### src/rtl/imem_loader.sv
// imem_loader: fills the instruction memory from a byte stream while holding
// the core in reset. Stream: count low byte, count high byte, then N words of
// four bytes each, least-significant byte first.
// Optional feature: define IMEM_LOADER_CHECKSUM_EN to require one trailing
// byte equal to the XOR of all payload bytes before the core is released.
//
// Handshake: a byte is consumed on every rising edge where
// byte_valid && byte_ready. byte_ready is a pure decode of the state, so the
// source can stream one byte per cycle and must hold byte_data until consumed.
module imem_loader #(
    parameter int unsigned DEPTH_WORDS = 8,
    parameter logic [31:0] BASE_ADDR   = 32'h0000_0000
) (
    input  logic        clk,
    input  logic        rst_n,
    input  logic        start,
    input  logic        byte_valid,
    input  logic [7:0]  byte_data,
    output logic        byte_ready,
    output logic        imem_we,
    output logic [31:0] imem_addr,
    output logic [31:0] imem_wdata,
    output logic        cpu_rst_n,
    output logic        busy,
    output logic        done,
    output logic        error
);

    typedef enum logic [2:0] {
        S_IDLE,
        S_HDR0,
        S_HDR1,
        S_DATA,
        S_CSUM,
        S_DONE,
        S_ERR
    } state_t;

    localparam logic [15:0] DEPTH_W = 16'(DEPTH_WORDS);

    state_t      state;
    state_t      next_state;
    logic [7:0]  n_lo;          // low count byte held until the high byte arrives
    logic [15:0] n_words;       // word count of the current session
    logic [15:0] word_cnt;      // words written so far
    logic [1:0]  idx;           // byte lane of the next payload byte
    logic [23:0] lanes;         // lanes 0..2 of the word being assembled
    logic [31:0] waddr;         // address of the next write
    logic [15:0] hdr_count;
    logic        last_word;
    logic        start_session;
`ifdef IMEM_LOADER_CHECKSUM_EN
    logic [7:0]  csum;          // running XOR of payload bytes
`endif

    assign hdr_count     = {byte_data, n_lo};
    assign last_word     = (word_cnt == (n_words - 16'd1));
    assign start_session = start && ((state == S_IDLE) || (state == S_DONE) || (state == S_ERR));

    // State register
    always_ff @(posedge clk or negedge rst_n) begin
        if (!rst_n) begin
            state <= S_IDLE;
        end else begin
            state <= next_state;
        end
    end

    // Next-state decode plus the combinational handshake and busy outputs
    always_comb begin
        next_state = state;
        byte_ready = 1'b0;
        busy       = 1'b0;
        case (state)
            S_IDLE, S_DONE, S_ERR: begin
                if (start) next_state = S_HDR0;
            end
            S_HDR0: begin
                byte_ready = 1'b1;
                busy       = 1'b1;
                if (byte_valid) next_state = S_HDR1;
            end
            S_HDR1: begin
                byte_ready = 1'b1;
                busy       = 1'b1;
                if (byte_valid) begin
                    if ((hdr_count == 16'd0) || (hdr_count > DEPTH_W)) next_state = S_ERR;
                    else                                                next_state = S_DATA;
                end
            end
            S_DATA: begin
                byte_ready = 1'b1;
                busy       = 1'b1;
                if (byte_valid && (idx == 2'd3) && last_word) begin
`ifdef IMEM_LOADER_CHECKSUM_EN
                    next_state = S_CSUM;
`else
                    next_state = S_DONE;
`endif
                end
            end
`ifdef IMEM_LOADER_CHECKSUM_EN
            S_CSUM: begin
                byte_ready = 1'b1;
                busy       = 1'b1;
                if (byte_valid) next_state = (byte_data == csum) ? S_DONE : S_ERR;
            end
`endif
            default: next_state = S_IDLE;
        endcase
    end

    // Datapath: header capture, word assembly, write issue, status flags
    always_ff @(posedge clk or negedge rst_n) begin
        if (!rst_n) begin
            imem_we    <= 1'b0;
            imem_addr  <= BASE_ADDR;
            imem_wdata <= 32'd0;
            cpu_rst_n  <= 1'b0;
            done       <= 1'b0;
            error      <= 1'b0;
            n_lo       <= 8'd0;
            n_words    <= 16'd0;
            word_cnt   <= 16'd0;
            idx        <= 2'd0;
            lanes      <= 24'd0;
            waddr      <= BASE_ADDR;
`ifdef IMEM_LOADER_CHECKSUM_EN
            csum       <= 8'd0;
`endif
        end else begin
            imem_we <= 1'b0;
            // The core runs only while idle or after a clean load
            cpu_rst_n <= (state == S_IDLE) || (state == S_DONE);
            if (start_session) begin
                done     <= 1'b0;
                error    <= 1'b0;
                waddr    <= BASE_ADDR;
                word_cnt <= 16'd0;
                idx      <= 2'd0;
`ifdef IMEM_LOADER_CHECKSUM_EN
                csum     <= 8'd0;
`endif
            end
            if ((state == S_HDR0) && byte_valid) n_lo <= byte_data;
            if ((state == S_HDR1) && byte_valid) n_words <= hdr_count;
            if ((state == S_DATA) && byte_valid) begin
                idx <= idx + 2'd1;
`ifdef IMEM_LOADER_CHECKSUM_EN
                csum <= csum ^ byte_data;
`endif
                if (idx == 2'd3) begin
                    imem_we    <= 1'b1;
                    imem_wdata <= {byte_data, lanes};
                    imem_addr  <= waddr;
                    waddr      <= waddr + 32'd4;
                    word_cnt   <= word_cnt + 16'd1;
                end else begin
                    // Shift in from the top so lane 0 ends up in bits [7:0]
                    lanes <= {byte_data, lanes[23:8]};
                end
            end
            if ((next_state == S_DONE) && (state != S_DONE)) done  <= 1'b1;
            if ((next_state == S_ERR)  && (state != S_ERR))  error <= 1'b1;
        end
    end

endmodule

### config.mk
export PLATFORM = sky130hd
export DESIGN_NAME = imem_loader
export DESIGN_NICKNAME = d
export VERILOG_FILES = /design/src/rtl/imem_loader.sv
export SDC_FILE = /design/constraint.sdc
export NUM_CORES = 1
export LEC_CHECK = 0
export ABC_CLOCK_PERIOD_IN_PS = 5300
export BUFFER_PORTS_ARGS = -buffer_cell sky130_fd_sc_hd__buf_2
export CAP_MARGIN = 20
export CELL_PAD_IN_SITES_DETAIL_PLACEMENT = 1
export CELL_PAD_IN_SITES_GLOBAL_PLACEMENT = 2
export CORE_MARGIN = 2
export CORE_UTILIZATION = 42
export CTS_BUF_LIST = sky130_fd_sc_hd__clkbuf_8
export DETAILED_ROUTE_END_ITERATION = 7
export PLACE_DENSITY_LB_ADDON = 0.12
export RECOVER_POWER = 100
export SLEW_MARGIN = 30
export SYNTH_ARGS = -nofsm -noshare
export SYNTH_HDL_FRONTEND = slang
export SYNTH_SLANG_ARGS = --single-unit
### constraint.sdc
create_clock -name clk -period 5.3 [get_ports clk]
set_input_delay 0.265 -clock clk [delete_from_list [all_inputs] [get_ports clk]]
set_output_delay 0.265 -clock clk [all_outputs]
set_load 0.01 [all_outputs]
; ---- Yosys cells after proc, flatten, opt, wreduce, memory -nomap -nowiden
; Cells that the tools add are included.
[classes]
n_addsub = 4
mul = 0
n_div = 0
order_cmp = 1
eq_ne = 11
shift = 0
mux = 20
bitwise = 1
reduce_logical = 20
[ops]
columns = operator, count
row1 = $mux W32, 3
row2 = $mux W16, 3
row3 = $add A32 B3 Y32 const B, 1
row4 = $add A16 B1 Y16 const B, 1
row5 = $eq A16 B16 Y1, 1
row6 = $gt A16 B4 Y1 const B, 1
row7 = $logic_not A16 Y1, 1
row8 = $sub A16 B1 Y16 const B, 1
row9 = $mux W3, 5
row10 = $eq A3 B3 Y1 const B, 4
row11 = $pmux W3 S4, 1
row12 = $logic_and A1 B1 Y1, 8
row13 = $eq A3 B2 Y1 const B, 2
row14 = $mux W1, 6
row15 = $ne A3 B3 Y1 const B, 2
row16 = $reduce_bool A2 Y1, 3
row17 = $reduce_or A3 Y1, 2
row18 = $mux W2, 2
row19 = $reduce_and A2 Y1, 2
row20 = $eq A3 B1 Y1 const B, 1
row21 = $logic_not A3 Y1, 1
row22 = $logic_or A1 B1 Y1, 3
row23 = $add A2 B1 Y2 const B, 1
row24 = $eq A2 B2 Y1 const B, 1
row25 = $not A1 Y1, 1
[totals]
reg_bits = 169
latchBits = 0
mem_bits_rw = 0
mem_bits_ro = 0
input_bits = 12
output_inout_bits = 70
elab_cells = 70
memories = 0

; ---- Depth between registers and ports, before layout
; Gate-level depths: netlist of the first run.
[logic_depth]
ltp_word = 8
depth_mapped = 8
depth_no_buf = 8

; ---- Worst setup path before layout of the first run
; No wires, ideal clock.
[synth_timing]
kind = register to register
startpoint = register n_words[0]
endpoint = register state[2]
t_arrival_ps = 2241
setup_slack_ps = 2992
stages_incl_launch_ff = 9
path_buffers = 0
path_cell_list = dfrtp_1 > inv_1 > ha_1 > nor4b_4 > nor4b_2 > o22ai_1 > or4b_4 > nor4_2 > a311o_1
[synth_via]
elab_chain_len = 5
[synth_lines]
columns = item, line
row1 = start: declaration, 44  ; logic [15:0] n_words;
row2 = start signal: assignment, 146  ; if ((state == S_HDR1) && byte_valid) n_words <= hdr_count;
row3 = $sub A16 B1 Y16, 57  ; assign last_word = (word_cnt == (n_words - 16'd1));
row4 = $eq A16 B16 Y1, 57
row5 = $logic_and A1 B1 Y1, 94  ; if (byte_valid && (idx == 2'd3) && last_word) begin
row6 = $mux W3, 94
row7 = $pmux W3 S4, 74  ; case (state)
row8 = via next_state[2], 42  ; state_t next_state;
row9 = end signal: assignment, 65  ; state <= next_state;
row10 = end: declaration, 41  ; state_t state;
; The timed path passes the listed nets, and every way through them passes these cells.
; A chain may end at the register's enable or synchronous reset.

; ---- Final worst setup path of the first run
[layout_timing]
startpoint = register state[2]
endpoint = register waddr[7]
[layout_via]
elab_chain_len = 7
elab_cells_between_ends = 11
[layout_lines]
columns = item, line
row1 = $eq A3 B3 Y1 or $logic_not A3 Y1 (tied branches), 58  ; assign start_session = start && ((state == S_IDLE) || (state == S_DONE) || (state == S_ERR));
row2 = $logic_or A1 B1 Y1 (2 in a row), 58
row3 = $logic_and A1 B1 Y1, 58
row4 = $mux W32, 135  ; if (start_session) begin
row5 = $mux W32, 152  ; if (idx == 2'd3) begin
row6 = $mux W32 (*), 147  ; if ((state == S_DATA) && byte_valid) begin
row7 = end signal: assignment, 156  ; waddr <= waddr + 32'd4;
row8 = end: declaration, 48  ; logic [31:0] waddr;
; Every way passes the cells marked *; elsewhere a longest branch is shown, timed or not.

==> results of run 1 <==
-- layer usage --
layer / global-route usage / share of wire
met1: 0.251 / 0.45
met2: 0.350 / 0.51
met3: 0.0401 / 0.030
met4: 0.0641 / 0.011
met5: 0 / 0
-- worst min-delay path, cell delays in order --
cell and delay [ns]:
buf_2 0.13, nand2_1 0.06, nand2_1 0.04
-- stage by stage --
stage | instances | cell area [µm²] | hold WS, ns | setup WS, ns
floorplan | 741 | 7460 | -0.0306 | 2.99
global route | 1054 | 8390 | 0.0481 | 1.42
finish | 1054 | 8390 | 0.0701 | 1.82
global placement | 1021 | 8080 | 0.224 | 2.66
CTS | 1054 | 8520 | 0.0440 | 2.56
detailed placement | 1021 | 8090 | 0.231 | 2.59
-- placed cells by master, fill, tap and decap left out, types with 7 or more instances in the layout --
| cell | synthesis | routed |
|---|---|---|
| o21ai_0 | 28 | 28 |
| mux2i_1 | 12 | 12 |
| nor4_1 | 7 | 7 |
| clkbuf_8 | 0 | 17 |
| nor2_1 | 34 | 34 |
| nand3_1 | 29 | 29 |
| nor3_1 | 11 | 11 |
| xnor2_1 | 16 | 16 |
| dfrtp_1 | 169 | 169 |
| xor2_1 | 22 | 22 |
| nand2_1 | 239 | 238 |
| nand4_1 | 11 | 11 |
| clkbuf_1 | 26 | 72 |
| mux2_2 | 44 | 44 |
| buf_2 | 1 | 10 |
| inv_1 | 7 | 10 |
| and3_1 | 7 | 7 |
-- path summary, 6_finish.rpt --
path | end | startpoint | slack, ns
setup / recovery | waddr[7] | state[2] | 1.82
hold / removal | imem_wdata[29] | byte_data[5] | 0.07
setup reg to reg | waddr[7] | state[2] | 1.82
hold reg to reg | imem_addr[7] | imem_addr[7] | 0.48
max in group asynchronous | waddr[3] | rst_n | 2.17
min in group asynchronous | imem_addr[26] | rst_n | 1.17
-- power by group through the flow --
stage               logic [mW]  registers (mW)  clock network [mW]
finish                   0.836            1.78               0.986
global route             0.934            1.83                1.07
CTS                      0.878            1.79                1.02
detailed placement       0.871            1.82                   0
global placement         0.829            1.80                   0
floorplan                0.666            1.72                   0
-- flip-flops by register name, summed over array words and instances (netlist names), 2 cells and up --
register and count:
idx 2, imem_wdata 32, lanes 24, state 3, n_lo 8, word_cnt 16
imem_addr 32, waddr 32, n_words 16
-- area by class of cell --
type / instances / area, µm²
Sequential cell: 169 / 4230
Clock buffer: 17 / 234
Fill cell: 2031 / 8970
Tap cell: 225 / 282
Multi-Input combinational cell: 533 / 3070
Timing Repair Buffer: 87 / 360
Clock inverter: 15 / 188
Inverter: 8 / 30.0
-- logic make-up after synthesis --
family,synth area share
AOI/OAI and AO/OA,0.0496
xor gates and xnor gates,0.0446
adders and majority gates,0.00671
buffers and inverters,0.0203
DFF,0.567
muxes,0.0825
and+or+nand+nor,0.230
==> results.md, run 1 <==
* Run status: complete, but fails checks
* Failing checks: capacitance limit, slew limit
* First-pass GRT wire length at 29600 µm
* Final wirelength at approximately 18000 µm
* Max_cap viols at 5
* CTS tree: done
* Area leader, netlist: dfrtp_1
* Warnings from Yosys at 0
* Initial DRC count at about 290
* Vias in the first global route at just under 6000
* Site Rows at 48
* Required time worst endpoint at ~5.7 ns
* Worst-path cell chain: xor2_1, nor2_1, o21ai_0, clkbuf_1, o211ai_1, o31ai_1
* Hold buffer count at cts at 1
* Ant. Diodes at 0
* Die Y at 137 µm
* CP arrival at roughly 3.9 ns
* Nets@finish at approximately 830
* Switching power of the nets at approximately 1.2 mW
* Worst path depth at 6
* Worst Path Max Fanout at 17
* Num CTS Buffers at 17
* CP delay by family, top: compound AO/OA/AOI/OAI gates
* Tot Pwr at roughly 3.6 mW
* DR WL/cell at 16.9 µm
* Worst-path clk slew at 0.09 ns
* Top post-synthesis cells by count: 239 x nand2_1, 169 x dfrtp_1, 44 x mux2_2, 34 x nor2_1, 29 x nand3_1
* Worst rel slew slack at -0.779
* Finished Core Util at 0.483
* Critical path class: reg -> reg
* Post-CTS resize count at 0
* Final worst path period need at roughly 3.5 ns
* Int Pwr at 2.39 mW
* Synth top area share at 0.567
* Initial antenna violation count at 0
* CTS sink cnt at 169
* Syn_nets at about 760
* Most frequent cell after synthesis: nand2_1
* Setup TNS at 0 ns
* Routed Antenna Nets at 0
* Die Wd at ~140 µm
* Post-synth EDFFs at 0
* Largest net degree at the start of global routing at 72
* Peak supply drop at roughly 0.18 mV
* Path depth of the worst reg2reg path at 6
* Total core area at approximately 17000 µm²
* Synth Cell Area at between 7000 and 8000 µm²
* Vias at approximately 5500
* Routability Congestion at between 0.8 and 0.9
* # setup viols final at 0
* Root buf cell: clkbuf_8
* DP Wirelength at approximately 12000 µm
* Clock skew at 0.0149 ns
* Syn-to-layout area delta at 12.4%
* Hold WC Path Type: in -> reg
* Vias per Instance at roughly 5.2
* Max stage delay cell, worst path: o21ai_0
* First-pass DRT Iterations at 4
* DRC Markers at 0
* Total grt overflow at 0
* Gr usage total at 0.201
* CTS max path bufs at 2
* CP Buf/Inv Count at 1
* Layout cells sized above 1 at 0.122
* Fmax at 287 MHz
* Comb pwr share at 0.232
* Setup Buffers After CTS at 0
* Synth Flop Type: dfrtp_1
* Sequential share of power at 0.495
* RSZ-0062 raised after global routing: no
* Final worst-path cycle share at 0.657
* Post-synth ARST share at 1.00
* CP peak stage delay at about 1.5 ns
* Syn Inst Count at roughly 740
* Clock power frac at 0.273
* Switching share of total power at 0.336
* Post-Syn Area per Cell at a little over 10 µm²
* Slew Limit Fails at 125
* Die ar. at ~19000 µm²
* Final hold violation count at 0
* Setup crit end kind: register
* Synth area leaders: dfrtp_1 57%, nand2_1 12%, mux2_2 6.6%
* Pwr/cell area at 430 nW/µm²
* Critical Path Start Type: register
* Pleak at around 4.0 nW
* Measured slew at the worst slew-check pin at approximately 2.7 ns
* Initial Util at 0.430
* Seq cells post-synth at ~170
* # port buffers at 81
* Ports at between 80 and 90
* Seq/Total Area, Yosys at 0.567
* H-tree depth at 4
* Synth cell types at 54
* WHS Path Cells at 3
* Skew-Pair Late Insertion Delay at roughly 0.47 ns
Note: power is estimated with default switching activity, not from simulation.
==> inputs of run 2 (changes only) <==
Settings changed: ABC_CLOCK_PERIOD_IN_PS 5300 to 3100, CORE_UTILIZATION 42 to 35.
Clock period 5.3 ns to 3.1 ns, I/O delays scaled along.
==> run 2 against run 1 <==
The run still ends with capacitance limit, slew limit left. Register-to-register slack worse by 1.4 ns. Hold slack better by 0.042 ns. Clock power up 61%. Design area up 2.1%. Die area up 19%. Cell count up 6.0%. Wire length up 4.2%. Non-clock buffer count up 13. First-iteration DRC count down 19%. Critical path depth up 2. Worst setup slack worse by 1.4 ns. Combinational power up 73%. Critical endpoint is now state[2]. Largest power group unchanged.
==> results.md, run 2 (synthesis results as in run 1) <==
* Routability Congestion at 0.833 (+0.18%)
* RSZ-0062 raised after global routing: no
* Commonest non-fill, non-tap cell in the layout: nand2_1
* Root buf cell: clkbuf_8
* Die Y at 150 µm (+9.3%)
* Top Registers: imem_addr x32, imem_wdata x32, waddr x32
* CTS sink cnt at 169 (unchanged)
* Pwr/cell area at 712 nW/µm² (+66%)
* DP Wirelength at 12600 µm (+2.6%)
* Worst path depth at 8 (+2)
* Finished Layout Cells at 1117 (+6.0%)
* Register area at 4230 µm² (unchanged)
* Max_cap viols at 3 (-2)
* Final wirelength at 18500 µm (+4.2%)
* Placed insts at 1076 (+5.4%)
* Pleak at 4.02 nW (+0.91%)
* Fin Hold WS at 0.112 ns (+0.0419 ns)
* CP arrival at 3.04 ns (-0.81 ns)
* WHS Path Cells at 4 (+1)
* Filler cells at 2413 (+19%)
* Critical Path Start Type: register
* Fmax at 379 MHz (+32%)
* CP delay by family, top: simple AND/OR/NAND/NOR gates
* Die Wd at 150 µm (+9.3%)
* Total grt overflow at 0 (unchanged)
* Run status: complete, but fails checks
* CTS tree: done
* Final worst-path cycle share at 0.850 (+0.193)
* Finished Core Util at 0.409 (-0.0747)
* Setup crit end kind: register
* H-tree depth at 4 (unchanged)
* Final worst path period need at 2.64 ns (-0.845 ns)
* Peak supply drop at 0.270 mV (+51%)
* Gr usage total at 0.177 (-0.0239)
* Vias in the first global route at 6073 (+2.4%)
* CP peak stage delay at 0.50 ns (-1.04 ns)
* Layout cells sized above 1 at 0.126 (+0.00406)
* Vias at 5604 (+1.5%)
* Failing checks: capacitance limit, slew limit
* CTS max path bufs at 2 (unchanged)
* Worst-path cell chain: inv_1, ha_1, nor4b_4, nor4b_2, o22ai_1, or4b_4, nor4_2, a311o_1
* First-pass DRT Iterations at 4 (unchanged)
* Site Rows at 53 (+10%)
* Initial antenna violation count at 0 (unchanged)
* Nets@finish at 845 (+1.6%)
* Syn-to-layout area delta at 14.7%
* Routed Antenna Nets at 0 (unchanged)
* Vias per Instance at 5.02 (-4.3%)
* Final hold violation count at 0 (unchanged)
* Worst Path Max Fanout at 6 (-11)
* First-pass GRT wire length at 31300 µm (+5.8%)
* Initial Util at 0.356 (-0.0738)
* Skew-Pair Late Insertion Delay at 0.48 ns (about the same)
* Hold buffer count at cts at 9 (+8)
* Worst-path clk slew at 0.10 ns (about the same)
* Multi-input gate area at 3080 µm² (+0.33%)
* Ant. Diodes at 0 (unchanged)
* Ports at 82 (unchanged)
* Final setup margin at 0.464 ns (-1.36 ns)
* Die ar. at 22500 µm² (+19%)
* Measured slew at the worst slew-check pin at 1.77 ns (-0.898 ns)
* Setup TNS at 0 ns (unchanged)
* Num CTS Buffers at 17 (unchanged)
* Clock skew at 0.0141 ns (-0.000864 ns)
* Highest-count cells in the layout ignoring fill and taps: 239 x nand2_1, 169 x dfrtp_1, 74 x clkbuf_1
* # setup viols final at 0 (unchanged)
* Initial DRC count at 233 (-19%)
* Total core area at 21000 µm² (+21%)
* Critical path class: reg -> reg
* Post-place setup slack at 0.492 ns (-2.10 ns)
* Slew Limit Fails at 147 (+18%)
* DRC Markers at 0 (unchanged)
* Largest net degree at the start of global routing at 72 (unchanged)
* Required time worst endpoint at 3.51 ns (-2.16 ns)
* Hold WC Path Type: in -> reg
* Worst rel slew slack at -0.180 (+0.599)
* Setup Buffers After CTS at 0 (unchanged)
* CP Buf/Inv Count at 1 (unchanged)
* # port buffers at 81 (unchanged)
* Max stage delay cell, worst path: or4b_4
* Post-CTS resize count at 0 (unchanged)
* DR WL/cell at 16.6 µm (-1.7%)
* Path depth of the worst reg2reg path at 8 (+2)
[run 2: final cells by class]
| type | instances | share of cell area |
|---|---|---|
| Inverter | 8 | 0.00351 |
| Timing Repair Buffer | 100 | 0.0552 |
| Tap cell | 275 | 0.0402 |
| Sequential cell | 169 | 0.494 |
| Multi-Input combinational cell | 533 | 0.359 |
| Clock buffer | 17 | 0.0273 |
| Clock inverter | 15 | 0.0205 |
[run 2: worst min-delay path, cell delays in order]
cell	delay [ns]
buf_2	0.11
a21oi_1	0.07
nor2_1	0.09
a21o_1	0.12
[run 2: per-layer routing]
layer | wire length [µm] | track usage
met5 | 0 | 0
met4 | 330 | 0.0575
met3 | 468 | 0.0296
met2 | 9210 | 0.308
met1 | 8530 | 0.225
[run 2: worst paths after layout]
check	start	end	slack, ns
min in group asynchronous	rst_n	imem_addr[26]	0.66
max in group asynchronous	rst_n	word_cnt[4]	0.70
hold / removal	byte_valid	state[0]	0.11
hold reg to reg	imem_addr[16]	imem_addr[16]	0.48
setup reg to reg	n_words[0]	state[2]	0.46
setup / recovery	n_words[0]	state[2]	0.46
[run 2: per-stage QoR]
step	instance area (µm²)	power, mW
5_1_grt	8560	6.50
2_1_floorplan	7460	4.08
3_5_place_dp	8190	4.61
6_report	8560	6.10
3_3_place_gp	8190	4.53
4_1_cts	8690	6.25
[run 2: report_power, final]
| group | internal (mW) | switching (mW) |
|---|---|---|
| combinational | 0.690 | 0.762 |
| sequential | 2.61 | 0.444 |
| clock | 0.616 | 0.977 |
